--- src/rtl/reg_bus_arbiter_if.sv ---
// Request side (AXI4-Lite write/read) and target side (register bank) of the
// shared register bus, bundled so the arbiter and its environment connect in one go.
interface reg_bus_arbiter_if #(
  parameter int ADDR_W = 4
);
  logic [ADDR_W-1:0] wr_addr;
  logic              wr_en;
  logic [31:0]       wr_data;
  logic [3:0]        wr_strb;
  logic              wr_ack;
  logic              wr_err;

  logic [ADDR_W-1:0] rd_addr;
  logic              rd_en;
  logic [31:0]       rd_data;
  logic              rd_ack;
  logic              rd_err;

  logic [ADDR_W-1:0] reg_addr;
  logic              reg_wr;
  logic              reg_rd;
  logic [31:0]       reg_wdata;
  logic [3:0]        reg_strb;
  logic [31:0]       reg_rdata;
  logic              reg_ack;

  logic              busy;

  // The arbiter masters the register bus and answers both requesters.
  modport master (
    input  wr_addr, wr_en, wr_data, wr_strb,
    input  rd_addr, rd_en,
    input  reg_rdata, reg_ack,
    output wr_ack, wr_err,
    output rd_data, rd_ack, rd_err,
    output reg_addr, reg_wr, reg_rd, reg_wdata, reg_strb,
    output busy
  );

  modport slave (
    output wr_addr, wr_en, wr_data, wr_strb,
    output rd_addr, rd_en,
    output reg_rdata, reg_ack,
    input  wr_ack, wr_err,
    input  rd_data, rd_ack, rd_err,
    input  reg_addr, reg_wr, reg_rd, reg_wdata, reg_strb,
    input  busy
  );
endinterface

--- src/rtl/reg_bus_arbiter.sv ---
// Round-robin arbiter sharing one register bus between the write and read request
// sides; every output is registered and a hung target is released by a timeout.
module reg_bus_arbiter #(
  parameter int          ADDR_W         = 4,
  parameter int          TIMEOUT_CYCLES = 16,
  parameter logic [31:0] ERR_DATA       = 32'hDEAD_BEEF
) (
  input logic               clk,
  input logic               rst,
  reg_bus_arbiter_if.master bus
);

  localparam int CNT_W = (TIMEOUT_CYCLES > 0) ? $clog2(TIMEOUT_CYCLES + 1) : 1;
  localparam logic [CNT_W-1:0] CNT_LAST =
    CNT_W'((TIMEOUT_CYCLES > 0) ? (TIMEOUT_CYCLES - 1) : 0);

  typedef enum logic [1:0] {
    IDLE    = 2'd0,
    WR_BUSY = 2'd1,
    RD_BUSY = 2'd2,
    ACK     = 2'd3
  } state_t;

  state_t            state;
  logic [CNT_W-1:0]  cnt;
  logic              last_grant_rd;
  logic [ADDR_W-1:0] addr_q;
  logic [31:0]       wdata_q;
  logic [3:0]        strb_q;
  logic              reg_wr_q;
  logic              reg_rd_q;
  logic              wr_ack_q;
  logic              wr_err_q;
  logic              rd_ack_q;
  logic              rd_err_q;
  logic [31:0]       rd_data_q;
  logic              busy_q;
  logic              timeout_hit;
  logic              grant_wr;

  assign timeout_hit = (TIMEOUT_CYCLES != 0) && (cnt == CNT_LAST);

  // On a tie the side that did not win last time gets the bus.
  assign grant_wr = bus.wr_en && (!bus.rd_en || last_grant_rd);

  always_ff @(posedge clk) begin
    if (rst) begin
      state         <= IDLE;
      cnt           <= '0;
      last_grant_rd <= 1'b1;
      addr_q        <= '0;
      wdata_q       <= '0;
      strb_q        <= '0;
      reg_wr_q      <= 1'b0;
      reg_rd_q      <= 1'b0;
      wr_ack_q      <= 1'b0;
      wr_err_q      <= 1'b0;
      rd_ack_q      <= 1'b0;
      rd_err_q      <= 1'b0;
      rd_data_q     <= '0;
      busy_q        <= 1'b0;
    end else begin
      case (state)
        IDLE: begin
          cnt <= '0;
          if (grant_wr) begin
            addr_q        <= bus.wr_addr;
            wdata_q       <= bus.wr_data;
            strb_q        <= bus.wr_strb;
            reg_wr_q      <= 1'b1;
            last_grant_rd <= 1'b0;
            busy_q        <= 1'b1;
            state         <= WR_BUSY;
          end else if (bus.rd_en) begin
            addr_q        <= bus.rd_addr;
            reg_rd_q      <= 1'b1;
            last_grant_rd <= 1'b1;
            busy_q        <= 1'b1;
            state         <= RD_BUSY;
          end
        end

        WR_BUSY, RD_BUSY: begin
          // A real acknowledge beats a timeout landing in the same cycle.
          if (bus.reg_ack || timeout_hit) begin
            reg_wr_q <= 1'b0;
            reg_rd_q <= 1'b0;
            state    <= ACK;
            if (state == WR_BUSY) begin
              wr_ack_q <= 1'b1;
              wr_err_q <= !bus.reg_ack;
            end else begin
              rd_ack_q  <= 1'b1;
              rd_err_q  <= !bus.reg_ack;
              rd_data_q <= bus.reg_ack ? bus.reg_rdata : ERR_DATA;
            end
          end else begin
            cnt <= cnt + CNT_W'(1);
          end
        end

        ACK: begin
          wr_ack_q <= 1'b0;
          wr_err_q <= 1'b0;
          rd_ack_q <= 1'b0;
          rd_err_q <= 1'b0;
          cnt      <= '0;
          busy_q   <= 1'b0;
          state    <= IDLE;
        end

        default: state <= IDLE;
      endcase
    end
  end

  assign bus.reg_addr  = addr_q;
  assign bus.reg_wdata = wdata_q;
  assign bus.reg_strb  = strb_q;
  assign bus.reg_wr    = reg_wr_q;
  assign bus.reg_rd    = reg_rd_q;
  assign bus.wr_ack    = wr_ack_q;
  assign bus.wr_err    = wr_err_q;
  assign bus.rd_ack    = rd_ack_q;
  assign bus.rd_err    = rd_err_q;
  assign bus.rd_data   = rd_data_q;
  assign bus.busy      = busy_q;

  // The two target strobes share one bus and must never overlap.
  a_strobe_excl: assert property (@(posedge clk) !(reg_wr_q && reg_rd_q));
  a_ack_excl:    assert property (@(posedge clk) !(wr_ack_q && rd_ack_q));

endmodule

--- src/flat_wrapper.sv ---
// flat-port wrapper written by rule: the top's interface ports become plain ports
module reg_bus_arbiter_flat 
#(
  parameter int          ADDR_W         = 4,
  parameter int          TIMEOUT_CYCLES = 16,
  parameter logic [31:0] ERR_DATA       = 32'hDEAD_BEEF
)
  (clk, rst, bus_wr_addr, bus_wr_en, bus_wr_data, bus_wr_strb, bus_rd_addr, bus_rd_en, bus_reg_rdata, bus_reg_ack, bus_wr_ack, bus_wr_err, bus_rd_data, bus_rd_ack, bus_rd_err, bus_reg_addr, bus_reg_wr, bus_reg_rd, bus_reg_wdata, bus_reg_strb, bus_busy);
  reg_bus_arbiter_if #(.ADDR_W(ADDR_W)) bus_i ();
  input logic clk;
  input logic rst;
  input wire logic [$bits(bus_i.wr_addr)-1:0] bus_wr_addr;
  input wire logic [$bits(bus_i.wr_en)-1:0] bus_wr_en;
  input wire logic [$bits(bus_i.wr_data)-1:0] bus_wr_data;
  input wire logic [$bits(bus_i.wr_strb)-1:0] bus_wr_strb;
  input wire logic [$bits(bus_i.rd_addr)-1:0] bus_rd_addr;
  input wire logic [$bits(bus_i.rd_en)-1:0] bus_rd_en;
  input wire logic [$bits(bus_i.reg_rdata)-1:0] bus_reg_rdata;
  input wire logic [$bits(bus_i.reg_ack)-1:0] bus_reg_ack;
  output wire logic [$bits(bus_i.wr_ack)-1:0] bus_wr_ack;
  output wire logic [$bits(bus_i.wr_err)-1:0] bus_wr_err;
  output wire logic [$bits(bus_i.rd_data)-1:0] bus_rd_data;
  output wire logic [$bits(bus_i.rd_ack)-1:0] bus_rd_ack;
  output wire logic [$bits(bus_i.rd_err)-1:0] bus_rd_err;
  output wire logic [$bits(bus_i.reg_addr)-1:0] bus_reg_addr;
  output wire logic [$bits(bus_i.reg_wr)-1:0] bus_reg_wr;
  output wire logic [$bits(bus_i.reg_rd)-1:0] bus_reg_rd;
  output wire logic [$bits(bus_i.reg_wdata)-1:0] bus_reg_wdata;
  output wire logic [$bits(bus_i.reg_strb)-1:0] bus_reg_strb;
  output wire logic [$bits(bus_i.busy)-1:0] bus_busy;
  assign bus_i.wr_addr = bus_wr_addr;
  assign bus_i.wr_en = bus_wr_en;
  assign bus_i.wr_data = bus_wr_data;
  assign bus_i.wr_strb = bus_wr_strb;
  assign bus_i.rd_addr = bus_rd_addr;
  assign bus_i.rd_en = bus_rd_en;
  assign bus_i.reg_rdata = bus_reg_rdata;
  assign bus_i.reg_ack = bus_reg_ack;
  assign bus_wr_ack = bus_i.wr_ack;
  assign bus_wr_err = bus_i.wr_err;
  assign bus_rd_data = bus_i.rd_data;
  assign bus_rd_ack = bus_i.rd_ack;
  assign bus_rd_err = bus_i.rd_err;
  assign bus_reg_addr = bus_i.reg_addr;
  assign bus_reg_wr = bus_i.reg_wr;
  assign bus_reg_rd = bus_i.reg_rd;
  assign bus_reg_wdata = bus_i.reg_wdata;
  assign bus_reg_strb = bus_i.reg_strb;
  assign bus_busy = bus_i.busy;
  reg_bus_arbiter #(.ADDR_W(ADDR_W), .TIMEOUT_CYCLES(TIMEOUT_CYCLES), .ERR_DATA(ERR_DATA)) u_core (.clk(clk), .rst(rst), .bus(bus_i));
endmodule
--- config.mk ---
export PLATFORM = sky130hd
export DESIGN_NAME = reg_bus_arbiter_flat
export DESIGN_NICKNAME = d
export VERILOG_FILES = /design/src/rtl/reg_bus_arbiter_if.sv /design/src/rtl/reg_bus_arbiter.sv /design/src/flat_wrapper.sv
export SDC_FILE = /design/constraint.sdc
export NUM_CORES = 1
export LEC_CHECK = 0
export CAP_MARGIN = 20
export CORE_MARGIN = 5
export CORE_UTILIZATION = 37
export CTS_CLUSTER_SIZE = 20
export DETAILED_ROUTE_END_ITERATION = 7
export PLACE_DENSITY_LB_ADDON = 0.2
export SKIP_LAST_GASP = 1
export SLEW_MARGIN = 20
export SYNTH_ARGS = -nofsm -noshare
export SYNTH_HDL_FRONTEND = slang
export SYNTH_SLANG_ARGS = --single-unit
--- constraint.sdc ---
create_clock -name clk -period 1.8 [get_ports clk]
set_clock_uncertainty 0.05 [all_clocks]
set_input_delay 0.18 -clock clk [delete_from_list [all_inputs] [get_ports clk]]
set_output_delay 0.18 -clock clk [all_outputs]
set_load 0.05 [all_outputs]
* Yosys cells after proc, flatten, opt, wreduce, memory -nomap -nowiden *
Cells that the tools add are included.

cells by class
  equality and inequality tests = 12
  bitwise operators = 1
  mux-type cells = 30
  add/subtract/negate cells = 1
  reduce and logical (&&, ||, !) cells = 21

operators by type and width
  operator             number
  $mux 32              1
  $mux 1               14
  $pmux 1 s2           7
  $reduce_and 3->1     4
  $pmux 5 s2           1
  $mux 4               2
  $ne 2x2->1 const B   4
  $reduce_and 2->1     4
  $reduce_bool 2->1    4
  $mux 2               3
  $ne 2x1->1 const B   3
  $pmux 2 s3           1
  $add 5x1->5 const B  1
  $eq 5x4->1 const B   1
  $mux 5               1
  $eq 2x2->1 const B   2
  $reduce_and 4->1     1
  $reduce_or 2->1      2
  $ne 3x2->1 const B   1
  $eq 2x1->1 const B   1
  $logic_not 1->1      2
  $logic_not 2->1      1
  $logic_or 1x1->1     2
  $logic_and 1x1->1    1
  $not 1->1            1

word-level totals
  output and inout bits = 79
  input port bits = 81
  logic and storage cells = 79
  register bits = 87

* Logic depth before layout (Yosys ltp) *
Gate-level depths: netlist of the first run.

  depth after elaboration = 5
  depth in mapped cells = 8
  depth with buffers taken out = 6

* Worst setup path after synthesis of the first run *
OpenSTA, ideal clock, no wires.

  kind = register to register
  start = reg u_core.cnt[0]
  end = reg u_core.rd_data_q[0], in the netlist u_core.bus.rd_data[0]
  cell stages (with the launch flop) = 9
  data arrival time = 1.766 ns
  setup time = 0.119 ns
  period minus slack after synthesis = 1.934 ns
  buffers on the path = 2
  data required time = 1.631 ns
  slack = -0.134 ns
  path through = dfxtp_1 ha_1 and3_1 ha_1 or2_4 and2_4 buf_6 buf_6 o221a_1

on the way
  cells in the longest elaborated chain, start to end = 3

ends and longest elaborated chain
  element                     RTL line               RTL
  start, declared             reg_bus_arbiter.sv:25  logic [CNT_W-1:0] cnt;
  start signal, assigned      reg_bus_arbiter.sv:98  cnt <= cnt + CNT_W'(1);
  $eq 5x4->1                  reg_bus_arbiter.sv:41  assign timeout_hit = (TIMEOUT_CYCLES != 0) && (cnt == CNT_LAST);
  $logic_or 1x1->1            reg_bus_arbiter.sv:85  if (bus.reg_ack || timeout_hit) begin
  $reduce_and 3->1 (no line)  -
  end signal, assigned        reg_bus_arbiter.sv:95  rd_data_q <= bus.reg_ack ? bus.reg_rdata : ERR_DATA;
  end, declared               reg_bus_arbiter.sv:36  logic [31:0] rd_data_q;

Every way passes these cells.
A chain may end at the register's enable or synchronous reset.

* Final worst setup path of the first run *
  start = reg u_core.cnt[1]
  end = reg u_core.rd_data_q[19], in the netlist u_core.bus.rd_data[19]

Same word-level chain as after synthesis.

==> results.toml, run 1 <==
[global_route]
use_met3_pct = 6.785
grt_pass1_vias = 3225
overflow = 0
grt-busiest-layer = "met2"
grt_max_degree = 45
grt_pass1_wl_um = 16440
grt_usage_pct = 17.82
met2_usage_pct = 27.78
antenna_found_initial = 0
grtUsageMet1_pct = 23.36

[die]
die_h_um = 105.6
die_area_um2 = 11150
fp.dieW_um = 105.6
io_pins = 160
start_util_pct = 38.41
fp-row-count = 34
core_um2 = 8806

[pwr]
ir_worst_vdd_uv = 735.0
p_leak_nw = 2.136
p_per_area_nw_per_um2 = 1429
total_power_w = 0.007662

[run]
maxCapViolCount = 0

[routing]
vias_per_cell = 5.371
drt-initial-drc-count = 182
wl_per_cell_um = 16.57
ant_nets = 0
vias = 3384
drt_first_pass_iters = 4
wirelength_um = 10440
drc = 0

[synthesis]
synth-main-ff-cell = "dfxtp_1"
ys.warnings.count = 0
yosysSeqAreaShare_pct = 51.50
postSynthAreaPerCell_um2 = 9.368
synth_edf_count = 0
postSynthCellCount = 361
ys_types = 38
syn_nets = 448
synth_seq_cells = 87
syn_area_um2 = 3382
async_flop_share_pct = 0

[final_layout]
final_cells = 630
most-common-layout-cells = "141 x clkdlybuf4s50_1, 85 x dfxtp_1, 47 x o21ai_0, 43 x a21oi_1, 41 x nand3_1"
drive_gt1_share_pct = 10.92
fin_nets = 604
area_delta_synth_final_pct = 58.53
num_antenna_cells = 0
final_area_um2 = 5361
final_common_cell = "clkdlybuf4s50_1"

[cts]
clockRootBuffer = "clkbuf_8"
cts.sinks = 87
htree_levels = 3
cts_buffer_depth = 2
tritoncts = "built"
hold_buffers = 0
cts_made_buffers = 9
clkLatencyLatePin_ns = 0.35
path_clk_slew_ns = 0.08

[timing]
hold_violations = 0
maxSlewHeadroom_pct = 64.00
worst_slew_pin_slew_ns = 0.5392
drv_slew = 0
fin_crit_ns = 1.784
fin_crit_sh_pct = 99.12
setup_viol = 0
fmax_mhz = 560.5
rsz0062_at_grt = "yes"

[setup_path]
cp_max_fo = 12
cp_data_arrival_time_ns = 1.98
worst_setup_path_start_kind = "flop"
cp_data_required_time_ns = 1.99
cp-end-kind = "flop"
critical_path_class = "reg -> reg"

[place]
dp_cells = 613
dpl_cell_area_um2 = 5102
gp_congestion = 0.7871
hpwlAfterDp_um = 7282
io_buffers = 159

[hold_path]
min_path_type = "in -> reg"

[outcome]
status = "completed"
flip-flops by register name, summed over array words and instances (netlist names), 2 cells and up:
name                  cells
u_core.bus.rd_data       32
u_core.bus.reg_wdata     32
u_core.cnt                5
u_core.bus.reg_addr       4
u_core.bus.reg_strb       4
u_core.state              2
layer usage:
layer / vias up / part of all wire [%]
li1: 1635 / -
met2: 145 / 45
met1: 1600 / 46
met5: - / 0
met4: 0 / 0.55
met3: 4 / 8.9
worst max-delay path: stages (launching register included):
cell     delay, ns
dfxtp_2       0.34
ha_2          0.19
and3_4        0.18
ha_4          0.15
or2_4         0.27
and2_4        0.22
o221a_2       0.28
power by group:
group          internal (W)  switching [W]
Clock              0.000721       0.000698
Combinational       0.00134        0.00234
Sequential          0.00234       0.000223
cells in the mapped netlist (2+ instances only):
library cell,number,share of area [%]
o21ai_0,47,7.0
a22oi_1,8,1.8
nor3b_1,2,0.44
and2_1,2,0.37
o221a_2,4,1.3
inv_1,6,0.67
a311oi_1,4,1.0
ha_1,6,2.2
a21oi_1,43,6.4
a211oi_1,2,0.44
nor2_1,13,1.4
xnor2_1,2,0.52
mux2i_1,4,1.2
o221a_1,20,6.7
nand3_1,41,6.1
a31oi_1,4,0.74
dfxtp_1,87,51
clkbuf_1,23,2.6
buf_6,4,1.3
nand2_1,13,1.4
or3_1,3,0.55
buf_2,7,1.0
through the flow:
step	hold slack (ns)	worst slack, ns	TNS [ns]	utilization [%]
after floorplan	0.2777	-0.06022	-1.205	-
after global routing	0.06142	-0.02228	-0.06037	60.88
after CTS	0.05087	-0.01365	-0.03050	60.36
after detailed placement	0.4127	-0.03072	-0.1714	57.94
final	0.08499	0.01584	0	60.88
after global placement	0.4040	0.03521	0	57.94
layout make-up:
type	count	area (µm²)
Clock buffer	12	155.1
Inverter	7	26.28
Tap cell	108	135.1
Sequential cell	87	1744
Fill cell	757	3445
Multi-Input combinational cell	234	1488
Clock inverter	4	53.80
Timing Repair Buffer	178	1759
timing repair:
item / CTS / global route
setup endpoints to repair: 12 / 58
resized for setup: 1 / 15
setup buffers: 0 / 0
cloned: 0 / 1
worst paths after layout:
check	cells after the start	end	from	slack, ns
setup / recovery	6	u_core.bus.rd_data[19]	u_core.cnt[1]	0.02
hold / removal	2	u_core.state[0]	rst	0.08
setup reg to reg	6	u_core.bus.rd_data[19]	u_core.cnt[1]	0.02
hold reg to reg	2	u_core.bus.wr_err	u_core.bus.wr_err	0.42
cells by family after synthesis:
family | synth area share, %
compound gates | 26.60
xor+xnor | 0.5180
fa+ha+maj | 2.220
buf+inv | 5.697
simple gates | 12.28
mux | 1.184
flops | 51.50
No activity file was read; power rests on OpenSTA's default activity.
==> run 2, diff against run 1 <==
--- a/config.mk
+++ b/config.mk
@@ -8,6 +8,7 @@
 export CAP_MARGIN = 20
 export CORE_MARGIN = 5
 export CORE_UTILIZATION = 37
+export CTS_CLUSTER_DIAMETER = 100
 export CTS_CLUSTER_SIZE = 20
 export DETAILED_ROUTE_END_ITERATION = 7
 export PLACE_DENSITY_LB_ADDON = 0.2
==> results of run 2 <==
The final DEF is identical to that of run 1; final timing and power are the same.
==> run 3, diff against run 2 <==
--- a/config.mk
+++ b/config.mk
@@ -17,3 +17,4 @@
 export SYNTH_ARGS = -nofsm -noshare
 export SYNTH_HDL_FRONTEND = slang
 export SYNTH_SLANG_ARGS = --single-unit
+export TNS_END_PERCENT = 30
==> results.toml, run 3 (synthesized netlist as in run 1, its figures left out) <==
[outcome]
status = "complete, but fails checks"
violations = "negative setup slack"

[routing]
wl_per_cell_um = 16.35
wirelength_um = 10280
drt_first_pass_iters = 4
drt-initial-drc-count = 165
vias = 3353
drc = 0
ant_nets = 0
vias_per_cell = 5.331

[setup_path]
path_cells = "ha_2, and3_4, ha_4, or2_4, and2_4, o221a_2"
cp_max_fo = 24
r2r_slack_ns = -0.002
cpPeakStageDelay_ns = 0.34
cp_slowest_cell = "dfxtp_2"
cp-end-kind = "flop"
r2r_cells = 6
cp_data_arrival_time_ns = 1.99
worst_setup_path_start_kind = "flop"
cp_data_required_time_ns = 1.99
critical_path_class = "reg -> reg"
rr_endpoint = "u_core.bus.rd_data[19]"
r2r-start = "u_core.cnt[1]"

[final_layout]
fill_cells = 763
area_delta_synth_final_pct = 57.38
most-common-layout-cells = "153 x clkdlybuf4s50_1, 85 x dfxtp_1, 47 x o21ai_0, 43 x a21oi_1, 41 x nand3_1"
final_common_cell = "clkdlybuf4s50_1"
drive_gt1_share_pct = 10.75
num_antenna_cells = 0
fin_nets = 603

[global_route]
antenna_found_initial = 0
grt_max_degree = 45
grt_pass1_wl_um = 16440
grt_usage_pct = 17.82
grt_pass1_vias = 3224
overflow = 0

[die]
io_pins = 160
core_um2 = 8806
start_util_pct = 38.41
die_h_um = 105.6
fp-row-count = 34
fp.dieW_um = 105.6
die_area_um2 = 11150

[timing]
drv_slew = 0
rsz0062_at_grt = "yes"
tns_ns = -0.003241
fin_crit_ns = 1.802
holdWs_ns = 0.08792
setup_viol = 2
worst_slew_pin_slew_ns = 0.5364
hold_violations = 0
fin_crit_sh_pct = 100.1
fmax_mhz = 554.9
setup_ws_ns = -0.002274
maxSlewHeadroom_pct = 64.13

[cts]
path_clk_slew_ns = 0.08
clkLatencyLatePin_ns = 0.35
htree_levels = 3
hold_buffers = 0
cts.sinks = 87
postCtsSetupBuffers = 0
cts_buffer_depth = 2
clockRootBuffer = "clkbuf_8"
tritoncts = "built"
cts.repair.resized = 1
cts_made_buffers = 9

[pwr]
p_per_area_nw_per_um2 = 1437
ir_worst_vdd_uv = 758.0
total_power_w = 0.007651
p_leak_nw = 1.926

[hold_path]
min_path_type = "in -> reg"
hold_path_end = "u_core.state[0]"
min_path_cells = 2
hold_path_startpoint = "rst"

[run]
maxCapViolCount = 0

[place]
dp_slack_ns = -0.03072
hpwlAfterDp_um = 7282
gp_congestion = 0.7871
io_buffers = 159
## run 3: cell count changes in the layout (fill, tap and decap cells not counted)
cell	previous run	this run
and2_4	2	1
clkdlybuf4s50_1	141	153
dlymetal6s2s_1	12	0
## run 3: critical path: cells and delay by family, from the launching register on
family                     cells  cell delay, ns
and+or+nand+nor                3            0.67
DFF                            1            0.34
adders and majority gates      2            0.34
AOI/OAI and AO/OA              1            0.29
## run 3: worst max-delay path by stage
| stage | end | from |
|---|---|---|
| after floorplan | u_core.bus.rd_data[0] | u_core.cnt[1] |
| after CTS | u_core.bus.rd_data[19] | u_core.cnt[1] |
| after global placement | u_core.bus.rd_data[29] | u_core.cnt[1] |
| after detailed placement | u_core.bus.rd_data[4] | u_core.cnt[1] |
| final | u_core.bus.rd_data[19] | u_core.cnt[1] |
| after global routing | u_core.bus.rd_data[21] | u_core.cnt[1] |
## run 3: stage by stage
stage | utilization (%) | std cells | instance area, µm²
final | 60.44 | 629 | 5323
after global routing | 60.44 | 629 | 5323
after CTS | 60.36 | 629 | 5315
after detailed placement | 57.94 | 613 | 5102
after global placement | 57.94 | 613 | 5102
after floorplan | - | 361 | 3405
## run 3: layout make-up
| class | count | area, µm² | area share [%] |
|---|---|---|---|
| well taps | 108 | 135.1 | 2.539 |
| flip-flops and latches | 87 | 1744 | 32.77 |
| repair buffers | 178 | 1729 | 32.49 |
| inverters | 7 | 26.28 | 0.4937 |
| multi-input cells | 233 | 1479 | 27.79 |
| clock inverters | 4 | 53.80 | 1.011 |
| clock buffers | 12 | 155.1 | 2.915 |
## run 3: per-layer routing
metal  wire, µm  track usage (%)  part of all wire (%)  vias to the layer above
li1           -                -                     -                     1634
met1       4700            23.36                    46                     1569
met2       4559            27.78                    44                      142
met3        927            6.785                   9.0                        8
met4         94            4.440                  0.91                        0
met5          0                0                     0                        -
## run 3: power breakdown
group          leakage (nW)  total (W)  internal (W)  switching (W)
Sequential            0.713    0.00256       0.00234       0.000224
Clock                0.0988    0.00141      0.000721       0.000692
Combinational          1.11    0.00368       0.00134        0.00234
